<file path="src/rtl/anomaly_alarm_filter.sv">
// Windowed anomaly accumulator with a confirm/hysteresis alarm FSM and a sticky host interrupt.
// Every window is WINDOW valid samples long. The FSM is evaluated only when a window closes.
module anomaly_alarm_filter #(
    parameter int WINDOW    = 16,
    parameter int CNT_W     = 5,
    parameter int THRESH_HI = 4,
    parameter int THRESH_LO = 1,
    parameter int CONFIRM   = 2,
    parameter int TOTAL_W   = 16
) (
    input  logic               clk,
    input  logic               reset,
    input  logic               sample_valid,
    input  logic               anomaly_in,
    input  logic               irq_ack,
    output logic               alarm,
    output logic               irq,
    output logic [CNT_W-1:0]   window_anoms,
    output logic               window_done,
    output logic [TOTAL_W-1:0] total_anoms
);

    localparam int STREAK_W = $clog2(CONFIRM + 1);
    localparam logic [CNT_W-1:0]    LAST_IDX = CNT_W'(WINDOW - 1);
    localparam logic [CNT_W-1:0]    HI       = CNT_W'(THRESH_HI);
    localparam logic [CNT_W-1:0]    LO       = CNT_W'(THRESH_LO);
    localparam logic [STREAK_W-1:0] CONF     = STREAK_W'(CONFIRM);

    typedef enum logic [1:0] {
        CLEAR   = 2'd0,
        PENDING = 2'd1,
        ALARM   = 2'd2
    } state_t;

    state_t              state, state_next;
    logic [STREAK_W-1:0] streak, streak_next;
    logic [CNT_W-1:0]    sample_cnt;
    logic [CNT_W-1:0]    acc;
    logic [CNT_W-1:0]    n;
    logic                closing;
    logic                hot;
    logic                cool;
    logic                enter_alarm;

    function automatic logic [TOTAL_W-1:0] sat_inc(input logic [TOTAL_W-1:0] v);
        return (&v) ? v : v + TOTAL_W'(1);
    endfunction

    // The closing sample is itself counted into n.
    assign closing = sample_valid && (sample_cnt == LAST_IDX);
    assign n       = acc + {{(CNT_W-1){1'b0}}, anomaly_in};
    assign hot     = (n >= HI);
    assign cool    = (n <= LO);

    always_ff @(posedge clk or negedge reset) begin
        if (!reset) begin
            state  <= CLEAR;
            streak <= '0;
        end else begin
            state  <= state_next;
            streak <= streak_next;
        end
    end

    always_comb begin
        state_next  = state;
        streak_next = streak;
        if (closing) begin
            case (state)
                CLEAR: begin
                    if (hot) begin
                        if (CONFIRM == 1) begin
                            state_next = ALARM;
                        end else begin
                            state_next  = PENDING;
                            streak_next = STREAK_W'(1);
                        end
                    end
                end
                PENDING: begin
                    if (hot) begin
                        if (streak + STREAK_W'(1) == CONF) begin
                            state_next  = ALARM;
                            streak_next = '0;
                        end else begin
                            streak_next = streak + STREAK_W'(1);
                        end
                    end else begin
                        state_next  = CLEAR;
                        streak_next = '0;
                    end
                end
                ALARM: begin
                    if (cool) begin
                        state_next  = CLEAR;
                        streak_next = '0;
                    end
                end
                default: begin
                    state_next  = CLEAR;
                    streak_next = '0;
                end
            endcase
        end
    end

    always_comb begin
        enter_alarm = (state != ALARM) && (state_next == ALARM);
        alarm       = (state == ALARM);
    end

    // Interrupt: a new alarm entry wins over a simultaneous acknowledge.
    always_ff @(posedge clk or negedge reset) begin
        if (!reset) begin
            irq <= 1'b0;
        end else if (enter_alarm) begin
            irq <= 1'b1;
        end else if (irq_ack) begin
            irq <= 1'b0;
        end
    end

    always_ff @(posedge clk or negedge reset) begin
        if (!reset) begin
            sample_cnt   <= '0;
            acc          <= '0;
            window_anoms <= '0;
            window_done  <= 1'b0;
        end else begin
            window_done <= 1'b0;
            if (closing) begin
                window_anoms <= n;
                window_done  <= 1'b1;
                sample_cnt   <= '0;
                acc          <= '0;
            end else if (sample_valid) begin
                sample_cnt <= sample_cnt + CNT_W'(1);
                acc        <= n;
            end
        end
    end

    always_ff @(posedge clk or negedge reset) begin
        if (!reset) begin
            total_anoms <= '0;
        end else if (sample_valid && anomaly_in) begin
            total_anoms <= sat_inc(total_anoms);
        end
    end

endmodule

</file>
<file path="config.mk">
export PLATFORM = sky130hd
export DESIGN_NAME = anomaly_alarm_filter
export DESIGN_NICKNAME = d
export VERILOG_FILES = /design/src/rtl/anomaly_alarm_filter.sv
export SDC_FILE = /design/constraint.sdc
export NUM_CORES = 1
export LEC_CHECK = 0
export ABC_AREA = 1
export BUFFER_PORTS_ARGS = -buffer_cell sky130_fd_sc_hd__buf_4
export CAP_MARGIN = 15
export CORE_UTILIZATION = 40
export DETAILED_ROUTE_END_ITERATION = 10
export GPL_ROUTABILITY_DRIVEN = 0
export REMOVE_ABC_BUFFERS = 1
export SYNTH_ARGS = -nofsm -noshare
export SYNTH_HDL_FRONTEND = slang
export SYNTH_SLANG_ARGS = --single-unit
export TNS_END_PERCENT = 20
</file>
<file path="constraint.sdc">
create_clock -name clk -period 3.3 [get_ports clk]
set_clock_uncertainty 0.1 [all_clocks]
set_input_delay 0.33 -clock clk [delete_from_list [all_inputs] [get_ports clk]]
set_output_delay 0.33 -clock clk [all_outputs]
set_load 0.02 [all_outputs]
</file>
== After elaboration in Yosys (flattened, before gate mapping) ==
Index checks and enable logic that the tools add are counted.

* Add/subtract/negate cells: 4
* Magnitude comparators: 2
* Equal/unequal tests: 8
* Multiplexer cells: 18
* Bitwise operators: 1
* Reductions and logical operators: 9

{| class="wikitable"
|+ Operators by type and width
! cell !! count
|-
| $mux 5 || 4
|-
| $mux 2 || 9
|-
| $add 16x1->16 const B || 1
|-
| $reduce_and 16->1 || 1
|-
| $pmux 2 s3 || 2
|-
| $eq 2x2->1 const B || 3
|-
| $add 5x1->5 || 1
|-
| $add 5x1->5 const B || 1
|-
| $eq 5x4->1 const B || 1
|-
| $ge 5x3->1 const B || 1
|-
| $le 5x1->1 const B || 1
|-
| $ne 2x2->1 const B || 2
|-
| $reduce_bool 2->1 || 2
|-
| $logic_and 1x1->1 || 3
|-
| $mux 1 || 3
|-
| $reduce_and 3->1 || 1
|-
| $add 2x1->2 const B || 1
|-
| $eq 2x1->1 const B || 1
|-
| $logic_not 2->1 || 1
|-
| $ne 2x1->1 const B || 1
|-
| $reduce_and 2->1 || 1
|-
| $not 1->1 || 1
|}

* Register bits after elaboration: 37
* Input port bits: 5
* Output and inout bits: 24

== Logic depth before layout (Yosys ltp) ==
* Depth in word-level cells: 9
* Gate-level depth with buffers: 12
* Gate-level depth less buffers: 12

== Worst setup path after synthesis ==
No wires, ideal clock.

* Path kind: reg2reg
* Start point: register total_anoms[1]
* End point: register total_anoms[9]
* Arrival time: 1.479 ns
* Data required time: 3.066 ns
* Setup slack: 1.587 ns
* Stages on the path, launching flop included: 9
* Path buffers: 1
* Clock period less this slack: 1.713 ns
* Path through: dfrtp_1 > ha_1 > nand3_2 > nor2_4 > nand3_2 > nand2_2 > buf_4 > nor2_1 > xor2_1

* Longest elaborated chain between the ends: 3
* Elaborated cells between the ends (all ways): 4
* Those cells by class: add/sub (1); bitwise (1); reduce/logical (2)

{| class="wikitable"
|+ Ends and longest elaborated chain
! what !! line !! RTL
|-
| start, declared || 20 || <nowiki>output logic [TOTAL_W-1:0] total_anoms</nowiki>
|-
| start signal, assigned || 147 || <nowiki>total_anoms <= sat_inc(total_anoms);</nowiki>
|-
| parallel branches: the longest is 3 deep, another holds $add 16x1->16 || n/a ||
|}

Parallel ways; which one is timed is not known.
A chain may end at the register's enable or synchronous reset.

== Worst setup path after layout ==
* Start point: register sample_cnt[0]
* End point: register irq

* Longest elaborated chain between the ends: 6
* Elaborated cells between the ends (all ways): 7
* Those cells by class: eq/ne (2); mux (2); reduce/logical (3)

{| class="wikitable"
|+ Ends and longest elaborated chain
! what !! line !! RTL
|-
| start, declared || 37 || <nowiki>logic [CNT_W-1:0] sample_cnt;</nowiki>
|-
| start signal, assigned || 137 || <nowiki>sample_cnt <= sample_cnt + CNT_W'(1);</nowiki>
|-
| $eq 5x4->1 (*) || 50 || <nowiki>assign closing = sample_valid && (sample_cnt == LAST_IDX);</nowiki>
|-
| $logic_and 1x1->1 (*) || 50 ||
|-
| via closing || 40 || <nowiki>logic closing;</nowiki>
|-
| $mux 2 (*) || 68 || <nowiki>if (closing) begin</nowiki>
|-
| $eq 2x2->1 (*) || 108 || <nowiki>enter_alarm = (state != ALARM) && (state_next == ALARM);</nowiki>
|-
| $logic_and 1x1->1 (*) || 108 ||
|-
| $mux 1 or $reduce_bool 2->1 (tied branches) || n/a ||
|-
| end signal, assigned || 115 || <nowiki>irq <= 1'b0;</nowiki>
|-
| end signal, assigned || 117 || <nowiki>irq <= 1'b1;</nowiki>
|-
| end signal, assigned || 119 || <nowiki>irq <= 1'b0;</nowiki>
|-
| end, declared || 17 || <nowiki>output logic irq,</nowiki>
|}

Mark *: on every way through the listed nets, which the timed path passes. The rest lies on a longest branch.

==> impl_summary.txt <==
----------------------------------------------------
[Cells and area]
  Fraction of layout cells with a size suffix above 1 ... 18.2%
  Final Net Count ... between 200 and 300
  Number of antenna diodes ... 0
  Fill count ... about 450
  Area growth from synthesis to layout ... 19.0%

[Die]
  Placement row count ... 24
  Die boundary height ... 70.9 µm
  Overall die area ... 5030 µm²
  Total I/O pin count ... 29
  Placeable core region ... 4470 µm²
  Initial Util ... about 42%
  Die Width ... 70.9 µm

[Worst setup path]
  Startpoint kind of the worst setup timing path ... register
  CP peak stage delay ... ~0.4 ns
  Critical path class ... register to register
  Series of cell instances along the critical path ... ha_1 -> nand3_1 -> nor2_1 -> nand2_1 -> inv_1 -> nor2_1 -> inv_1 -> nand3_1 -> nand2_1
  Kind of end point of the critical path ... register
  WP depth ... 9
  Setup slack on the worst flop-to-flop path ... 1.40 ns
  Arrival time at the worst endpoint ... 1.98 ns
  WP buf/inv ... 2
  Largest driver fanout on the critical path ... 16
  Worst EP required ... 3.38 ns
  CP max stage cell ... dfrtp_1
  Number of cells traversed by the worst register-to-register path ... 9
  Reg2Reg Launch Point ... sample_cnt[0]
  End of the worst register-to-register path ... irq
  Crit-path leading delay family ... simple AND/OR/NAND/NOR gates

[STA]
  Worst setup slack after layout ... between 1 and 1.5 ns
  Minimum hold slack ... about 0.16 ns
  Maximum achievable frequency ... between 500 and 600 MHz
  Post-layout min period ... 1.90 ns
  Final period util ... 57.6%
  Remaining max-slew budget at the tightest pin ... about two thirds
  Actual transition at the worst max-transition pin ... 0.497 ns
  Number of setup violations in the final report ... 0
  Number of pins with negative max-slew slack in the final report ... 0
  Hold Fails Final Rpt ... 0
  Setup repair after global routing missed its margin ... no
  Sum of negative setup slack ... 0 ns

[Clock tree]
  Resized Gates After CTS ... 0
  H-tree level count ... 2
  Clock slew seen by the registers of the worst setup and hold paths ... ~0.07 ns
  Maximum clock path buffer count ... 2
  Count of clock tree sinks ... 37
  Total CTS buffers ... 5
  CTS tree ... done
  Worst-Skew Late Latency ... just under 0.3 ns
  Clock Tree Root ... clkbuf_8

[Drt]
  Routed wire length ... ~3700 µm
  Mean number of vias per cell ... about 4.9
  Antenna violation net count after detailed routing ... 0
  Detailed-router iteration count before antenna repair ... 6
  Number of violations reported at the end of detailed-routing iteration 0 ... 117
  Via count ... 1533
  DRC violations left ... 0
  Detail-routed net length per standard cell ... 11.8 µm

[Job]
  Max-Cap Viols ... 0

[GRT]
  Global-route wire length before repair ... 6450 µm
  Initial antenna violation count ... 0
  Global-route usage over all layers ... between 15 and 20%
  Final global-route overflow total ... 0
  Number of global-route vias before repair ... 1369
  Largest net degree at the start of global routing ... 38

[Synthesis]
  Yosys Warn Count ... 0
  Post-synthesis sequential area ratio ... 48.7%
  Syn_area_per_cell ... 8.23 µm²
  Cell variety after synth ... 24
  Number of synthesized register bits ... 37
  Total standard cell area after synthesis ... 1900 µm²
  Synthesized netlist cell count ... 231

[Placement]
  Post-placement worst setup slack ... 1.34 ns
  HPWL Detailed ... 2640 µm
  Number of buffers added on ports ... 28

[Worst hold path]
  Endpoint with the worst hold slack ... irq
  Number of instances on the worst hold path ... 4
  Min-delay worst type ... input port to register
  Launch point of the worst hold path ... irq_ack

[Outcome]
  Result of the run ... completed

[Power]
  Cell leakage power ... 0.00112 µW
  Power density normalized to cell area ... 748 nW/µm²
  Total design power ... 1690 µW
  IR drop worst, VDD ... around 0.00036 V

----------------------------------------------------
## cells in the final DEF, fill, tap and decap left out, types with 7 or more instances in the layout
master / count
dfrtp_1: 37
nor2_1: 22
o21ai_0: 7
nand2_1: 62
nand3_1: 17
xor2_1: 11
inv_1: 27
buf_4: 28
clkbuf_8: 7
## worst max-delay path by stage
stage / end / start
after detailed placement: streak[1] / anomaly_in
after global placement: streak[0] / anomaly_in
final: irq / sample_cnt[0]
after floorplan: total_anoms[5] / total_anoms[1]
after CTS: irq / sample_cnt[0]
after global routing: irq / sample_cnt[0]
## sequential cells by signal (all words and copies together), names as in the netlist
signal,count
irq,1
state,2
total_anoms,16
window_done,1
streak,2
sample_cnt,5
acc,5
window_anoms,5
## worst reg2reg max path, cell delays in order, from the launching register on
cell and delay [ns]:
dfrtp_1 0.40, ha_1 0.22, nand3_1 0.11, nor2_1 0.06, nand2_1 0.37, inv_1 0.20, nor2_1 0.16, inv_1 0.05
nand3_1 0.08, nand2_1 0.05
## kinds of logic (layout without fill, tap and decap cells)
family | Yosys count | in the layout | share of synthesized area [%]
simple gates | 120 | 120 | 28.3
compound gates | 22 | 22 | 6.32
buf+inv | 33 | 66 | 7.11
xor+xnor | 15 | 15 | 6.91
fa+ha+maj | 4 | 4 | 2.63
flops | 37 | 37 | 48.7
## cell usage after synthesis
library cell / instances / area [µm²]
o21ai_0: 7 / 35.0
nand4_1: 5 / 31.3
xnor2_1: 4 / 35.0
nand2_2: 3 / 18.8
nand3_1: 17 / 85.1
o22ai_1: 5 / 31.3
dfrtp_1: 37 / 926
inv_1: 27 / 101
nand3_2: 2 / 20.0
nor2_1: 22 / 82.6
nor3_2: 3 / 30.0
xor2_1: 11 / 96.3
nor2_4: 1 / 11.3
ha_1: 4 / 50.1
nand2_1: 62 / 233
nor3_1: 4 / 20.0
nor4_1: 1 / 6.26
buf_4: 1 / 7.51
a21oi_1: 5 / 25.0
a21oi_2: 1 / 8.76
o21ai_1: 4 / 20.0
buf_6: 1 / 11.3
inv_2: 2 / 7.51
clkbuf_1: 2 / 7.51
## power by group
group,total [µW],switching [µW],internal (µW)
clock network,347,158,189
logic,617,372,245
registers,727,136,591
## layout make-up
cell class | instances | area, µm² | area share (%)
clock buffer | 7 | 96.3 | 4.26
inverter | 29 | 109 | 4.81
timing repair buffer | 29 | 220 | 9.74
tap | 52 | 65.1 | 2.88
multi-input combinational | 161 | 840 | 37.1
sequential | 37 | 926 | 41.0
clock inverter | 1 | 5.00 | 0.221
## stage by stage
step                utilization, %  instance area [µm²]  instances
floorplan                        -                 1870        227
global placement              48.0                 2150        307
detailed placement            48.0                 2150        307
CTS                           50.5                 2260        316
global route                  50.5                 2260        316
finish                        50.5                 2260        316
## routing by layer
layer	global-route usage [%]	share of wire, %	vias to the layer above
li1	-	-	805
met1	24.4	53	694
met2	22.6	41	25
met3	4.84	3.2	9
met4	8.00	2.4	0
met5	0	0	-
## repair_timing
action | in CTS | in global routing
buffers inserted | 0 | 0
endpoints found under the hold margin | 37 | 0
hold buffers | 1 | 0
Power figures use the tool's default switching activity.
